==> src/rtl/hazard_stall_controller.sv <==
// Hazard unit beside the ID stage: detects RAW hazards against the EX and MEM
// producers, holds PC and IF/ID for a computed multi-cycle stall, inserts
// bubbles through the control mux, drives a multi-cycle IF flush on a taken
// branch or jump, and keeps saturating stall/flush cycle counters.
module hazard_stall_controller #(
  parameter int AW          = 5,
  parameter int FWD_EN      = 1,
  parameter int LOAD_STALL  = 1,
  parameter int FLUSH_CYC   = 1,
  parameter int ZERO_EXEMPT = 1,
  parameter int CW          = 16
) (
  input  logic          Clk,
  input  logic          Reset,
  input  logic [AW-1:0] IF_ID_Rs,
  input  logic [AW-1:0] IF_ID_Rt,
  input  logic          id_uses_rs,
  input  logic          id_uses_rt,
  input  logic [AW-1:0] ID_EX_Dst,
  input  logic          ID_EX_RegWrite,
  input  logic          ID_EX_MemRead,
  input  logic [AW-1:0] EX_MEM_Dst,
  input  logic          EX_MEM_RegWrite,
  input  logic          EX_MEM_MemRead,
  input  logic          branch,
  input  logic          jump,
  output logic          PCWrite,
  output logic          IF_ID_Write,
  output logic          ControlMux,
  output logic          IF_Flush,
  output logic [CW-1:0] stall_cycles,
  output logic [CW-1:0] flush_cycles
);

  typedef enum logic [1:0] {
    IDLE  = 2'd0,
    STALL = 2'd1,
    FLUSH = 2'd2
  } state_t;

  // Stall lengths as 4-bit quantities so req can hold up to 7 without overflow.
  localparam logic [3:0] LOAD_REQ  = 4'(LOAD_STALL);
  localparam logic [3:0] MEM_REQ   = 4'(LOAD_STALL - 1);
  // Counter preload so that the FLUSH state adds FLUSH_CYC-1 cycles after IDLE.
  localparam logic [2:0] FLUSH_CNT = 3'((FLUSH_CYC > 1) ? (FLUSH_CYC - 2) : 0);

  state_t     state, state_next;
  logic [2:0] cnt, cnt_next;
  logic       dep_ex, dep_mem;
  logic [3:0] req;

  // Source/destination match terms for the EX and MEM producers.
  always_comb begin
    dep_ex  = ID_EX_RegWrite &&
              ((id_uses_rs && (ID_EX_Dst == IF_ID_Rs)) ||
               (id_uses_rt && (ID_EX_Dst == IF_ID_Rt))) &&
              !((ZERO_EXEMPT != 0) && (ID_EX_Dst == '0));
    dep_mem = EX_MEM_RegWrite &&
              ((id_uses_rs && (EX_MEM_Dst == IF_ID_Rs)) ||
               (id_uses_rt && (EX_MEM_Dst == IF_ID_Rt))) &&
              !((ZERO_EXEMPT != 0) && (EX_MEM_Dst == '0));
  end

  // Required stall length; the longest applicable term wins.
  always_comb begin
    req = 4'd0;
    if (FWD_EN != 0) begin
      if (dep_mem && EX_MEM_MemRead) req = MEM_REQ;
      if (dep_ex && ID_EX_MemRead && (LOAD_REQ > req)) req = LOAD_REQ;
    end else begin
      if (dep_mem) req = 4'd1;
      if (dep_ex)  req = 4'd2;
    end
  end

  // Next-state and pipeline-control outputs; Reset forces the safe hold/flush pattern.
  always_comb begin
    state_next  = state;
    cnt_next    = cnt;
    PCWrite     = 1'b1;
    IF_ID_Write = 1'b1;
    ControlMux  = 1'b1;
    IF_Flush    = 1'b0;
    if (Reset) begin
      PCWrite     = 1'b0;
      IF_ID_Write = 1'b0;
      ControlMux  = 1'b0;
      IF_Flush    = 1'b1;
      state_next  = IDLE;
      cnt_next    = 3'd0;
    end else begin
      case (state)
        IDLE: begin
          if (req != 4'd0) begin
            PCWrite     = 1'b0;
            IF_ID_Write = 1'b0;
            ControlMux  = 1'b0;
            if (req > 4'd1) begin
              state_next = STALL;
              cnt_next   = 3'(req - 4'd2);
            end
          end else if (branch || jump) begin
            IF_Flush = 1'b1;
            if (FLUSH_CYC > 1) begin
              state_next = FLUSH;
              cnt_next   = FLUSH_CNT;
            end
          end
        end
        STALL: begin
          PCWrite     = 1'b0;
          IF_ID_Write = 1'b0;
          ControlMux  = 1'b0;
          if (cnt == 3'd0) state_next = IDLE;
          else             cnt_next   = cnt - 3'd1;
        end
        FLUSH: begin
          IF_Flush = 1'b1;
          if (cnt == 3'd0) state_next = IDLE;
          else             cnt_next   = cnt - 3'd1;
        end
        default: begin
          state_next = IDLE;
          cnt_next   = 3'd0;
        end
      endcase
    end
  end

  // State register and down-counter.
  always_ff @(posedge Clk) begin
    if (Reset) begin
      state <= IDLE;
      cnt   <= 3'd0;
    end else begin
      state <= state_next;
      cnt   <= cnt_next;
    end
  end

  // Saturating performance counters for stall and flush cycles.
  always_ff @(posedge Clk) begin
    if (Reset) begin
      stall_cycles <= '0;
      flush_cycles <= '0;
    end else begin
      if (!PCWrite && (stall_cycles != '1)) stall_cycles <= stall_cycles + CW'(1);
      if (IF_Flush && (flush_cycles != '1)) flush_cycles <= flush_cycles + CW'(1);
    end
  end

endmodule
==> config.mk <==
export PLATFORM = sky130hd
export DESIGN_NAME = hazard_stall_controller
export DESIGN_NICKNAME = d
export VERILOG_FILES = /design/src/rtl/hazard_stall_controller.sv
export SDC_FILE = /design/constraint.sdc
export NUM_CORES = 1
export LEC_CHECK = 0
export CAP_MARGIN = 20
export CORE_AREA = 2 2 71 80
export DETAILED_ROUTE_END_ITERATION = 8
export DIE_AREA = 0 0 73 82
export GPL_ROUTABILITY_DRIVEN = 0
export PLACE_DENSITY_LB_ADDON = 0.15
export SYNTH_ARGS = -nofsm -noshare
export SYNTH_HDL_FRONTEND = slang
export SYNTH_SLANG_ARGS = --single-unit
==> constraint.sdc <==
create_clock -name Clk -period 2 [get_ports Clk]
set_input_delay 0.3 -clock Clk [delete_from_list [all_inputs] [get_ports Clk]]
set_output_delay 0.3 -clock Clk [all_outputs]
set_load 0.02 [all_outputs]
==> flow_metrics.tcl <==
set metrics [dict create \
    nets 363 \
    internal_power_mw 1.30 \
    cp_num_buf_inv 3 \
    synth_cells 244 \
    worstSetupStartpointType "primary input" \
    num_antenna_cells 0 \
    io-pin-count 66 \
    grt_pass1_wl_mm 9.27 \
    cts_tree "done" \
    clockRootBuffer "clkbuf_8" \
    syn-cell-area_um2 2100 \
    fmax_ghz 0.504 \
    switching_share_pct 22.8 \
    path_delay_family "compound AO/OA/AOI/OAI gates" \
    slew_headroom_pct 63.0 \
    crit_path_frequent_cell "buf_6" \
    cpMaxStageDelayCell "or3_4" \
    num_vias 2157 \
    via_per_inst 5.53 \
    cp-end-kind "output pin" \
    skew_ns 0.00365 \
    final.setup.tns_ns 0 \
    seqPwrFrac_pct 44.0 \
    grt_overflow 0 \
    synth_flop_cell "dfxtp_1" \
    h-tree-depth 2 \
    crit_chain "buf_6, or3_4, o311a_4, a211o_4, inv_8, buf_6" \
    clkLatencyLatePin_ns 0.29 \
    wl_per_cell_um 14.4 \
    grt.total_usage_pct 19.5 \
    drt-initial-drc-count 89 \
    synth_fp_nets 278 \
    synth_edf_count 0 \
    ant_nets 0 \
    tightest_slew_ns 0.541 \
    avgSynthCellArea_um2 8.63 \
    grt_setup_unrepaired "yes" \
    mostFrequentLayoutCells "clkdlybuf4s50_1, dfxtp_1, buf_4" \
    initial_core_util_pct 40.3 \
    seq_area_frac_synth_pct 34.2 \
    ys_ff_latch 36 \
    place_hpwl_mm 3.95 \
    drc 0 \
    yosysUniqueCellTypes 49 \
    clk_pin_slew_ns 0.07 \
    p_sw_uw 382 \
    p_clk_share_pct 41.8 \
    period_needed_ns 1.98 \
    drive_above_1_share_pct 24.5 \
    power_mw 1.68 \
    grt_max_degree 45 \
    drtPass1Iterations 5 \
    p_comb_share_pct 14.2 \
    grt_pass1_vias 2026 \
    setup_violations 0 \
    min_period_over_period_pct 99.2 \
    grt_util_met1_pct 23.1 \
    core_um2 5220 \
    powerDensity_nw_per_um2 533 \
    grt-busiest-layer "met2" \
    met2_usage_pct 34.5 \
    worstSetupPathType "in -> out" \
    areaGrowthSynthToFinish_pct 49.6 \
    dieArea_um2 5990 \
    portBuffers 58 \
    clock_sinks 36 \
    cp.required_ns 1.70 \
    ys_warn_count 0 \
    max-vdd-ir-drop_mv 0.286 \
    crit_fanout 7 \
    critPathMaxStageDelay_ns 0.37 \
    cap_violations 0 \
    cp.arrival_ns 1.68 \
    fillCellCount 460 \
    p_leak_nw 1.16 \
    rows 28 \
    async_flop_share_pct 0 \
    met3_usage_pct 4.79 \
    antenna_found_initial 0 \
    status "completed" \
    final_common_cell "clkdlybuf4s50_1" \
    cts_buffers 5 \
    die_h_um 82 \
    hold_viol 0 \
    hold_path.class "reg -> reg" \
    wirelength_mm 5.63 \
    final_max_slew_viol_count 0 \
    cts_max_path_buffers 2 \
    die_w_um 73 \
]
## final timing paths
kind	slack, ns	cells after the start	start	endpoint
worst min-delay path	0.50	2	stall_cycles[15]$_SDFFE_PP0P_	stall_cycles[15]$_SDFFE_PP0P_
worst max-delay path	0.02	6	ID_EX_Dst[1]	PCWrite
worst max register to register	0.14	6	stall_cycles[6]$_SDFFE_PP0P_	stall_cycles[9]$_SDFFE_PP0P_
worst min register to register	0.50	2	stall_cycles[15]$_SDFFE_PP0P_	stall_cycles[15]$_SDFFE_PP0P_
## kinds of logic after synthesis
kind of cell / Yosys count / synth area share, %
xor+xnor: 12 / 4.99
fa+ha+maj: 4 / 2.38
compound gates: 59 / 21.0
simple gates: 99 / 27.0
buf+inv: 27 / 6.72
flops: 36 / 34.2
mux: 7 / 3.69
## power groups by stage
stage	logic, mW	registers [mW]	clock network [mW]
floorplan	0.107	0.766	0
global placement	0.220	0.755	0
detailed placement	0.222	0.755	0
CTS	0.237	0.738	0.725
global route	0.255	0.740	0.758
finish	0.238	0.738	0.702
## routing by layer
metal  vias up  share of wire (%)
met1      1010                 44
met2        65                 50
met3         7                5.3
met5         -                  0
met4         0                1.2
li1       1075                  -
## final cells by class
cell class | instances | area [µm²] | share of cell area, %
Clock inverter | 1 | 30.0 | 0.954
Multi-Input combinational cell | 181 | 1290 | 41.0
Sequential cell | 36 | 728 | 23.1
Clock buffer | 7 | 96.3 | 3.06
Tap cell | 60 | 75.1 | 2.38
Timing Repair Buffer | 91 | 867 | 27.5
Inverter | 14 | 60.1 | 1.91
## sequential cells by signal, summed over array words and instances, names as in the netlist
name	flops
flush_cycles	16
state	1
stall_cycles	16
cnt	3
## synth_stat cells, types with 2 or more instances
library cell | number | share of area (%)
buf_2 | 3 | 0.71
nand2b_1 | 2 | 0.59
nand3_1 | 21 | 5.0
nor3_1 | 2 | 0.48
nand4_1 | 11 | 3.3
nor2_1 | 17 | 3.0
xnor2_1 | 12 | 5.0
clkbuf_1 | 6 | 1.1
or4_1 | 11 | 3.9
buf_4 | 2 | 0.71
mux2_2 | 6 | 3.2
a21oi_1 | 22 | 5.2
a211oi_1 | 4 | 1.4
dfxtp_1 | 36 | 34
nor2b_1 | 9 | 2.7
and3_1 | 7 | 2.1
a21o_1 | 7 | 2.5
and4_1 | 4 | 1.7
o31ai_1 | 11 | 3.9
nand2_1 | 7 | 1.2
ha_1 | 4 | 2.4
inv_1 | 13 | 2.3
## worst reg2reg max path, stage by stage, from the launching register on
cell     delay, ns
dfxtp_2       0.34
and4_1        0.22
and4_1        0.24
and2_1        0.19
buf_4         0.19
or4_4         0.48
a21oi_2       0.13
## timing repair
item / in CTS / in global routing
hold endpoints to repair: 0 / 0
setup endpoints to repair: 31 / 14
hold buffers: 0 / 0
gates cloned: 2 / 0
gates resized for setup: 59 / 10
buffers inserted: 4 / 0
pin swaps: 18 / 12
## metrics by stage
stage / setup slack (ns) / util (%) / area, µm² / instances / hold WS [ns]
3_5_place_dp: -0.763 / 55.6 / 2900 / 376 / 0.480
3_3_place_gp: -0.770 / 55.6 / 2900 / 376 / 0.472
4_1_cts: -0.0541 / 59.7 / 3120 / 390 / 0.491
2_1_floorplan: -0.135 / - / 2130 / 244 / 0.478
5_1_grt: -0.0101 / 60.3 / 3150 / 390 / 0.512
6_report: 0.0152 / 60.3 / 3150 / 390 / 0.498
Power figures use the tool's default switching activity.
